## src/rtl/iq_comp_adapt.sv

```systemverilog
`default_nettype none
// +------------------------------------------------------------------------+
// | Module   : iq_comp_adapt                                               |
// | Purpose  : Blind adaptive I/Q-imbalance compensator, y = x + w*conj(x) |
// |            with LMS weight adaptation, fixed or seeded weights.        |
// | Revision : 1.0 - initial parametrised release with valid handshake    |
// +------------------------------------------------------------------------+
module iq_comp_adapt #(
  parameter int DW         = 4,
  parameter int WW         = 13,
  parameter int FRAC       = 10,
  parameter int MU_SHIFT   = 6,
  parameter int SETTLE_TOL = 1,
  parameter int SETTLE_CNT = 256
) (
  input  logic                 clk,
  input  logic                 RESETn,
  input  logic                 in_valid,
  input  logic [DW-1:0]        Ix,
  input  logic [DW-1:0]        Qx,
  input  logic [1:0]           op_mode,
  input  logic                 freeze_iqcomp,
  input  logic signed [WW-1:0] Wr_in,
  input  logic signed [WW-1:0] Wj_in,
  output logic                 out_valid,
  output logic signed [DW-1:0] Iy,
  output logic signed [DW-1:0] Qy,
  output logic signed [WW-1:0] Wr,
  output logic signed [WW-1:0] Wj,
  output logic                 settled
);

  localparam int PW = DW + WW;                      // full product width
  localparam int SW = PW + 2;                       // stage-2 sum width
  localparam int EW = 2 * DW + 2;                   // error term width
  localparam int UW = ((WW > EW) ? WW : EW) + 1;    // weight update width
  localparam int CW = $clog2(SETTLE_CNT + 1);

  localparam logic [1:0] MODE_BYP   = 2'b00;
  localparam logic [1:0] MODE_FIXED = 2'b10;
  localparam logic [1:0] MODE_SEED  = 2'b11;

  localparam logic signed [SW-1:0] D_MAX = SW'(2 ** (DW - 1) - 1);
  localparam logic signed [SW-1:0] D_MIN = SW'(-(2 ** (DW - 1)));
  localparam logic signed [UW-1:0] W_MAX = UW'(2 ** (WW - 1) - 1);
  localparam logic signed [UW-1:0] W_MIN = UW'(-(2 ** (WW - 1)));
  localparam logic signed [UW-1:0] TOL_P = UW'(SETTLE_TOL);
  localparam logic signed [UW-1:0] TOL_N = UW'(-SETTLE_TOL);
  localparam logic [CW-1:0]        CNT_MAX = CW'(SETTLE_CNT);

  function automatic logic signed [DW-1:0] sat_dw(input logic signed [SW-1:0] v);
    if (v > D_MAX)      return D_MAX[DW-1:0];
    else if (v < D_MIN) return D_MIN[DW-1:0];
    else                return v[DW-1:0];
  endfunction

  function automatic logic signed [WW-1:0] sat_ww(input logic signed [UW-1:0] v);
    if (v > W_MAX)      return W_MAX[WW-1:0];
    else if (v < W_MIN) return W_MIN[WW-1:0];
    else                return v[WW-1:0];
  endfunction

  // Offset-binary to two's complement is an MSB flip.
  logic signed [DW-1:0] xi, xq;
  assign xi = {~Ix[DW-1], Ix[DW-2:0]};
  assign xq = {~Qx[DW-1], Qx[DW-2:0]};

  logic signed [WW-1:0] wr_q, wj_q, wr_d, wj_d;
  logic [CW-1:0]        cnt_q, cnt_d;
  logic                 settled_q, settled_d;
  logic [1:0]           mode_q;

  logic                 v1_q, byp_q;
  logic signed [DW-1:0] xi_q, xq_q;
  logic signed [PW-1:0] p_rxi_q, p_jxq_q, p_jxi_q, p_rxq_q;

  logic                 ov_q;
  logic signed [DW-1:0] iy_q, qy_q;

  // Stage 1: capture centred samples and the four cross products.
  always_ff @(posedge clk or negedge RESETn) begin
    if (!RESETn) begin
      v1_q    <= 1'b0;
      byp_q   <= 1'b0;
      xi_q    <= '0;
      xq_q    <= '0;
      p_rxi_q <= '0;
      p_jxq_q <= '0;
      p_jxi_q <= '0;
      p_rxq_q <= '0;
    end else begin
      v1_q <= in_valid;
      if (in_valid) begin
        byp_q   <= (op_mode == MODE_BYP);
        xi_q    <= xi;
        xq_q    <= xq;
        p_rxi_q <= PW'(wr_q) * PW'(xi);
        p_jxq_q <= PW'(wj_q) * PW'(xq);
        p_jxi_q <= PW'(wj_q) * PW'(xi);
        p_rxq_q <= PW'(wr_q) * PW'(xq);
      end
    end
  end

  logic signed [SW-1:0] sum_i, sum_q, yi_full, yq_full;
  logic signed [DW-1:0] iy_d, qy_d;
  assign sum_i   = SW'(p_rxi_q) + SW'(p_jxq_q);
  assign sum_q   = SW'(p_jxi_q) - SW'(p_rxq_q);
  assign yi_full = (sum_i >>> FRAC) + SW'(xi_q);
  assign yq_full = (sum_q >>> FRAC) + SW'(xq_q);
  assign iy_d    = byp_q ? xi_q : sat_dw(yi_full);
  assign qy_d    = byp_q ? xq_q : sat_dw(yq_full);

  // Stage 2: saturated compensated output; holds while no valid sample.
  always_ff @(posedge clk or negedge RESETn) begin
    if (!RESETn) begin
      ov_q <= 1'b0;
      iy_q <= '0;
      qy_q <= '0;
    end else begin
      ov_q <= v1_q;
      if (v1_q) begin
        iy_q <= iy_d;
        qy_q <= qy_d;
      end
    end
  end

  // LMS error terms from the registered outputs.
  logic signed [EW-1:0] err_r, err_j;
  logic signed [UW-1:0] wr_upd_full, wj_upd_full, dwr, dwj;
  logic signed [WW-1:0] wr_upd, wj_upd;
  logic                 in_tol, mode_chg;
  assign err_r       = EW'(iy_q) * EW'(iy_q) - EW'(qy_q) * EW'(qy_q);
  assign err_j       = (EW'(iy_q) * EW'(qy_q)) <<< 1;
  assign wr_upd_full = UW'(wr_q) - UW'(err_r >>> MU_SHIFT);
  assign wj_upd_full = UW'(wj_q) - UW'(err_j >>> MU_SHIFT);
  assign wr_upd      = sat_ww(wr_upd_full);
  assign wj_upd      = sat_ww(wj_upd_full);
  assign dwr         = UW'(wr_upd) - UW'(wr_q);
  assign dwj         = UW'(wj_upd) - UW'(wj_q);
  assign in_tol      = (dwr <= TOL_P) && (dwr >= TOL_N) && (dwj <= TOL_P) && (dwj >= TOL_N);
  assign mode_chg    = (op_mode != mode_q);

  // Weight / settle next-state: mode handling takes priority over freeze.
  always_comb begin
    wr_d      = wr_q;
    wj_d      = wj_q;
    cnt_d     = cnt_q;
    settled_d = settled_q;
    case (op_mode)
      MODE_BYP: begin
        cnt_d     = '0;
        settled_d = 1'b0;
      end
      MODE_FIXED: begin
        wr_d      = Wr_in;
        wj_d      = Wj_in;
        cnt_d     = '0;
        settled_d = 1'b0;
      end
      default: begin
        if (op_mode == MODE_SEED && mode_q != MODE_SEED) begin
          wr_d      = Wr_in;
          wj_d      = Wj_in;
          cnt_d     = '0;
          settled_d = 1'b0;
        end else begin
          if (!freeze_iqcomp && ov_q) begin
            wr_d = wr_upd;
            wj_d = wj_upd;
            if (in_tol) begin
              cnt_d     = (cnt_q == CNT_MAX) ? cnt_q : cnt_q + CW'(1);
              settled_d = (cnt_d == CNT_MAX);
            end else begin
              cnt_d     = '0;
              settled_d = 1'b0;
            end
          end
          if (mode_chg) begin
            cnt_d     = '0;
            settled_d = 1'b0;
          end
        end
      end
    endcase
  end

  // Weight, settle and previous-mode registers.
  always_ff @(posedge clk or negedge RESETn) begin
    if (!RESETn) begin
      wr_q      <= '0;
      wj_q      <= '0;
      cnt_q     <= '0;
      settled_q <= 1'b0;
      mode_q    <= MODE_BYP;
    end else begin
      wr_q      <= wr_d;
      wj_q      <= wj_d;
      cnt_q     <= cnt_d;
      settled_q <= settled_d;
      mode_q    <= op_mode;
    end
  end

  assign out_valid = ov_q;
  assign Iy        = iy_q;
  assign Qy        = qy_q;
  assign Wr        = wr_q;
  assign Wj        = wj_q;
  assign settled   = settled_q;

endmodule
`default_nettype wire

```

## config.mk

```make
export PLATFORM = sky130hd
export DESIGN_NAME = iq_comp_adapt
export DESIGN_NICKNAME = d
export VERILOG_FILES = /design/src/rtl/iq_comp_adapt.sv
export SDC_FILE = /design/constraint.sdc
export NUM_CORES = 1
export LEC_CHECK = 0
export CAP_MARGIN = 10
export CORE_MARGIN = 1.5
export CORE_UTILIZATION = 30
export CTS_BUF_LIST = sky130_fd_sc_hd__clkbuf_8
export CTS_CLUSTER_SIZE = 25
export DETAILED_ROUTE_END_ITERATION = 8
export PLACE_DENSITY = 0.47
export SYNTH_ARGS = -nofsm -noshare
export SYNTH_HDL_FRONTEND = slang
export SYNTH_SLANG_ARGS = --single-unit
export TNS_END_PERCENT = 5
```

## constraint.sdc

```tcl
create_clock -name clk -period 13.1 [get_ports clk]
set_clock_uncertainty 0.15 [all_clocks]
set_input_delay 2.62 -clock clk [delete_from_list [all_inputs] [get_ports clk]]
set_output_delay 2.62 -clock clk [all_outputs]
set_load 0.1 [all_outputs]
```

# Word-level counts from Yosys, hierarchy flattened
# Index checks and enable logic that the tools add are counted.
[word_totals]
ram_bits = 0
register_bits = 125
mem_bits_ro = 0
input_bits = 40
latchBits = 0
elab_cells = 92
n_memories = 0
[op_classes]
div = 0
multipliers = 7
n_eq_ne = 6
order_cmp = 12
n_shift = 0
bitwise_logic = 3
mux = 27
addsub = 10
reduce_logical = 11
[op_table]
columns = ["cell", "count"]
rows = [
  ["13-bit two-way mux", 8],
  ["13-bit by 4-bit multiplier with 17-bit output", 4],
  ["9-bit two-way mux", 6],
  ["13-bit case mux with 2 select lines", 2],
  ["14-bit by 1-bit >= comparator with 1-bit output, second input constant", 2],
  ["14-bit by 13-bit > comparator with 1-bit output, second input constant", 2],
  ["14-bit by 2-bit <= comparator with 1-bit output, second input constant", 2],
  ["14-bit by 13-bit < comparator with 1-bit output, second input constant", 2],
  ["13-bit by 13-bit subtractor with 14-bit output", 2],
  ["13-bit by 3-bit subtractor with 14-bit output", 2],
  ["4-bit by 4-bit multiplier with 8-bit output", 3],
  ["4-bit two-way mux", 6],
  ["17-bit by 17-bit adder with 18-bit output", 1],
  ["8-bit by 4-bit adder with 9-bit output", 2],
  ["9-bit equality test, second input constant", 2],
  ["9-bit by 4-bit > comparator with 1-bit output, second input constant", 2],
  ["9-bit by 4-bit < comparator with 1-bit output, second input constant", 2],
  ["17-bit by 17-bit subtractor with 18-bit output", 1],
  ["9-bit by 1-bit adder with 9-bit output, second input constant", 1],
  ["8-bit by 8-bit subtractor with 9-bit output", 1],
  ["1-bit logical AND", 5],
  ["1-bit two-way mux", 5],
  ["2-bit equality test, second input constant", 2],
  ["4-bit nonzero test", 1],
  ["other kinds (8)", 10],
]

# Depth between registers and ports, before layout
[logic_depth]
depth_word = 16
depth_mapped = 38
depth_no_buf = 36

# Least setup slack after synthesis
# Ideal clock, no wire load.
[synth_path]
path_type = "register to register"
start = "register iy_q[3] (netlist: Iy[3])"
end = "register cnt_q[0]"
path_stages_with_launch = 34
required_time_ns = 12.868
path_buffers = 3
arrival_time_ns = 9.137
period_less_slack_ns = 9.368
setup_slack_ns = 3.732
path_cell_list = "dfrtp_1 -> clkbuf_1 -> and2_1 -> fa_1 -> inv_1 -> fa_1 -> inv_1 -> fa_1 -> fa_1 -> ha_1 -> ha_1 -> nor2_1 -> a211oi_1 -> xor2_1 -> ha_1 -> inv_1 -> fa_1 -> or4_1 -> nor3_1 -> mux2i_1 -> xnor2_1 -> buf_2 -> maj3_1 -> fa_1 -> a211oi_1 -> o21ba_2 -> o31ai_1 -> or2_1 -> xnor2_1 -> or4_1 -> o22ai_2 -> buf_2 -> nand4_1 -> a31oi_1"
[synth_between]
elab_chain_cells = 16
elab_cells_between_ends = 27
[synth_rtl]
columns = ["item", "line_no", "text"]
rows = [
  ["start, declared", "78", "logic signed [DW-1:0] iy_q, qy_q;"],
  ["start signal, assigned", "123", "iy_q <= iy_d;"],
  ["4-bit by 4-bit multiplier with 8-bit output", "134", "assign err_r = EW'(iy_q) * EW'(iy_q) - EW'(qy_q) * EW'(qy_q);"],
  ["8-bit by 8-bit subtractor with 9-bit output", "134", ""],
  ["13-bit by 3-bit subtractor with 14-bit output", "136", "assign wr_upd_full = UW'(wr_q) - UW'(err_r >>> MU_SHIFT);"],
  ["14-bit by 13-bit < comparator with 1-bit output", "59", "else if (v < W_MIN) return W_MIN[WW-1:0];"],
  ["13-bit two-way mux", "59", ""],
  ["13-bit two-way mux", "58", "if (v > W_MAX) return W_MAX[WW-1:0];"],
  ["13-bit by 13-bit subtractor with 14-bit output", "140", "assign dwr = UW'(wr_upd) - UW'(wr_q);"],
  ["14-bit by 2-bit <= comparator with 1-bit output / 14-bit by 1-bit >= comparator with 1-bit output (equally long branches)", "142", "assign in_tol = (dwr <= TOL_P) && (dwr >= TOL_N) && (dwj <= TOL_P) && (dwj >= TOL_N);"],
  ["1-bit logical AND (2 in a row)", "142", ""],
  ["1-bit logical AND *", "142", ""],
  ["9-bit two-way mux *", "172", "if (in_tol) begin"],
  ["9-bit two-way mux *", "169", "if (!freeze_iqcomp && ov_q) begin"],
  ["9-bit two-way mux *", "180", "if (mode_chg) begin"],
  ["9-bit two-way mux *", "163", "if (op_mode == MODE_SEED && mode_q != MODE_SEED) begin"],
  ["9-bit two-way mux *", "151", "case (op_mode)"],
  ["end signal, assigned", "200", "cnt_q <= cnt_d;"],
  ["end, declared", "69", "logic [CW-1:0] cnt_q, cnt_d;"],
]
# Mark *: on every way between the ends. The rest lies on a longest branch, timed or not. The select of a mux whose other input is x is not followed.
# A chain may end at the register's enable or synchronous reset.

# Worst setup path in the final report
[layout_path]
start = "register iy_q[2] (netlist: Iy[2])"
end = "register cnt_q[3]"
# Same word-level chain as after synthesis.

==> metrics.txt <==
max-cap viol count 0; pre-CTS setup slack roughly 2900 ps; Post-Synth XOR/XNOR Area 0.0654; chip width 246 um; DRC violation total after the first TritonRoute iteration roughly 670; Net Count, Synth 2440; Final period util 0.783; type of origin of the critical path flip-flop; Crit path max-delay family adder cells; drt total wl a little under 50 mm; global route overflow 0; routing usage on met1 0.225; clk sinks 125; CTS root buffer clkbuf_8; Final Util 0.338; Max Clock Freq 97.5 MHz; depth of the CTS H-tree 4; r2r startpoint Iy[2]$_DFFE_PN0P_; Synth Area in Adders 0.343; Max Root-Sink Buffers 2; final setup fails 0; Synth Area in Simple Gates 0.168; Layout area overhead 10.9%; worst r2r dst cnt_q[3]$_DFFE_PN0P_; vias in the first global route about 14000; outcome completed; worst path required time ~13000 ps; post_cts resized 0; Via Count 13900; initial antenna violation count 0; cell with the most instances after synthesis inv_1; Final Worst Setup Slack 2840 ps; drt pass-1 iters 5; post-DR vias/cell 4.92; Syn Area/Cell 8.77 um2; complex-gate fraction of the synthesized area 0.130; Critical Path Fanout Max 13; DRC 0; sequential element share of the synthesized area 0.177; Crit. End Element flip-flop; leading area contributor after synthesis dfrtp_1; FP Rows 88; met2 usage 0.278; yosys warns 0; CP Class reg -> reg; top-area cell type share of the netlist area 0.177; starting density of the core 0.305; sum of negative setup slack 0 ps; Clock Pin Slew Worst Setup and Hold Paths 90 ps; Hold Crit Start p_rxq_q[9]$_DFFE_PN0P_; Mapped Area 17700 um2; final net count 2470; GPL Wtd Cong 0.796; layout cells sized above 1 0.0802; Core Footprint 57900 um2; Worst path max stage delay ~850 ps; Rel. slew slack 0.305; min Tclk post-route 10260 ps; ys flop type dfrtp_1; most frequent CP cell fa_1; largest family of logic cells by synthesized area adder cells; HPWL after DPL 38.0 mm; die area 60400 um2; wire per inst 17.1 um; Worst path slowest cell xnor2_1; post-synthesis sequential element count 125; IO Pins 76; fin. max-slew vios 0; GR Util All Layers 0.168; Setup Buffers After CTS 0; Syn Inst Count 2015; multiplexer area fraction after synthesis 0.0431; Most Crowded Layer GR met2; hold endpoint p_rxq_q[9]$_DFFE_PN0P_; worst skew pair latency ~540 ps; Worst Hold Path Cells 2; number of flops mapped to enable cells by yosys 0; Port Buf Inserts 75; library cells used by synthesis 79; actual slew at the worst max-slew pin 1040 ps; met3 Use GR 0.0246; first-pass GRT wire length 78.8 mm; RSZ-0062 raised after global routing false; CTS tree built; Worst Hold Class reg -> reg; pin count of the biggest net entering global routing 66; R2R Setup Slk 2840 ps; Worst Path Arrival about 11000 ps; height of the chip 246 um; Num CTS Buffers 17; ys async rst share 1.00; Commonest cells post-synth inv_1 (260), ha_1 (241), nand2_1 (218), fa_1 (144), dfrtp_1 (125); Fin. Hold Viols 0; Antenna Nets Post-Route 0; WHS 339 ps; cts hold-fix bufs 0; CP Buf/Inv Count 3; synth top area cells dfrtp_1 (18%), ha_1 (17%), fa_1 (16%); reg2reg path depth 32
worst register-to-register path: cells and delay by family, from the launching register on:
kind | cells | cell delay [ps]
compound gates | 8 | 2480
simple gates | 8 | 1960
flops | 1 | 530
mux | 1 | 110
fa+ha+maj | 9 | 3560
xor+xnor | 3 | 1140
buf+inv | 3 | 240
cell usage in the layout (no fill, tap or decap), types with 58 or more instances in the layout:
| master | count |
|---|---|
| inv_1 | 260 |
| ha_1 | 241 |
| nand2_1 | 218 |
| fa_1 | 144 |
| dfrtp_1 | 125 |
| o21ai_0 | 100 |
| xnor2_1 | 94 |
| nor2_1 | 81 |
| and2_1 | 75 |
| clkdlybuf4s50_1 | 73 |
| a21oi_1 | 58 |
metal layers:
metal / vias up / wire length [um]
met5: - / 0
met4: 0 / 878
met3: 50 / 1260
met2: 183 / 22700
met1: 6836 / 23600
li1: 6814 / -
area by class of cell:
type / instances / area [um2]
Tap cell: 765 / 957
Sequential cell: 125 / 3130
Fill cell: 6036 / 38300
Antenna cell: 1 / 2.50
Multi-Input combinational cell: 1547 / 13300
Timing Repair Buffer: 93 / 882
Clock inverter: 15 / 153
Clock buffer: 17 / 234
Inverter: 261 / 980
registers in the layout, indices dropped and copies added (netlist names), 9 cells and up:
signal and flops:
p_jxi_q 17, p_jxq_q 17, p_rxi_q 17, p_rxq_q 17, Wj 13, Wr 13, cnt_q 9
cell families (layout without fill, tap and decap cells):
family | count (synthesis) | after routing
fa+ha+maj | 401 | 401
simple gates | 597 | 597
buf+inv | 343 | 386
compound gates | 347 | 347
flops | 125 | 125
mux | 71 | 71
other cells | 0 | 1
xor+xnor | 131 | 131
metrics by stage:
stage	area, um2	cells
final	19600	2824
after global routing	19600	2823
after CTS	19600	2823
after detailed placement	19200	2791
after global placement	19200	2791
after floorplan	17700	2015
worst max path at each step:
| stage | endpoint | startpoint | cells after the start | slack, ps |
|---|---|---|---|---|
| after CTS | cnt_q[3]$_DFFE_PN0P_ | Iy[2]$_DFFE_PN0P_ | 32 | 2780 |
| after detailed placement | cnt_q[8]$_DFFE_PN0P_ | Iy[2]$_DFFE_PN0P_ | 32 | 2890 |
| final | cnt_q[3]$_DFFE_PN0P_ | Iy[2]$_DFFE_PN0P_ | 32 | 2840 |
| after floorplan | cnt_q[0]$_DFFE_PN0P_ | Iy[3]$_DFFE_PN0P_ | 33 | 3730 |
| after global placement | settled$_DFFE_PN0P_ | Iy[2]$_DFFE_PN0P_ | 32 | 3040 |
| after global routing | cnt_q[8]$_DFFE_PN0P_ | Iy[2]$_DFFE_PN0P_ | 33 | 2140 |
Power is left out: the tool's default activity adds up to more than one toggle a clock period on the data nets, which glitch-free logic cannot reach.
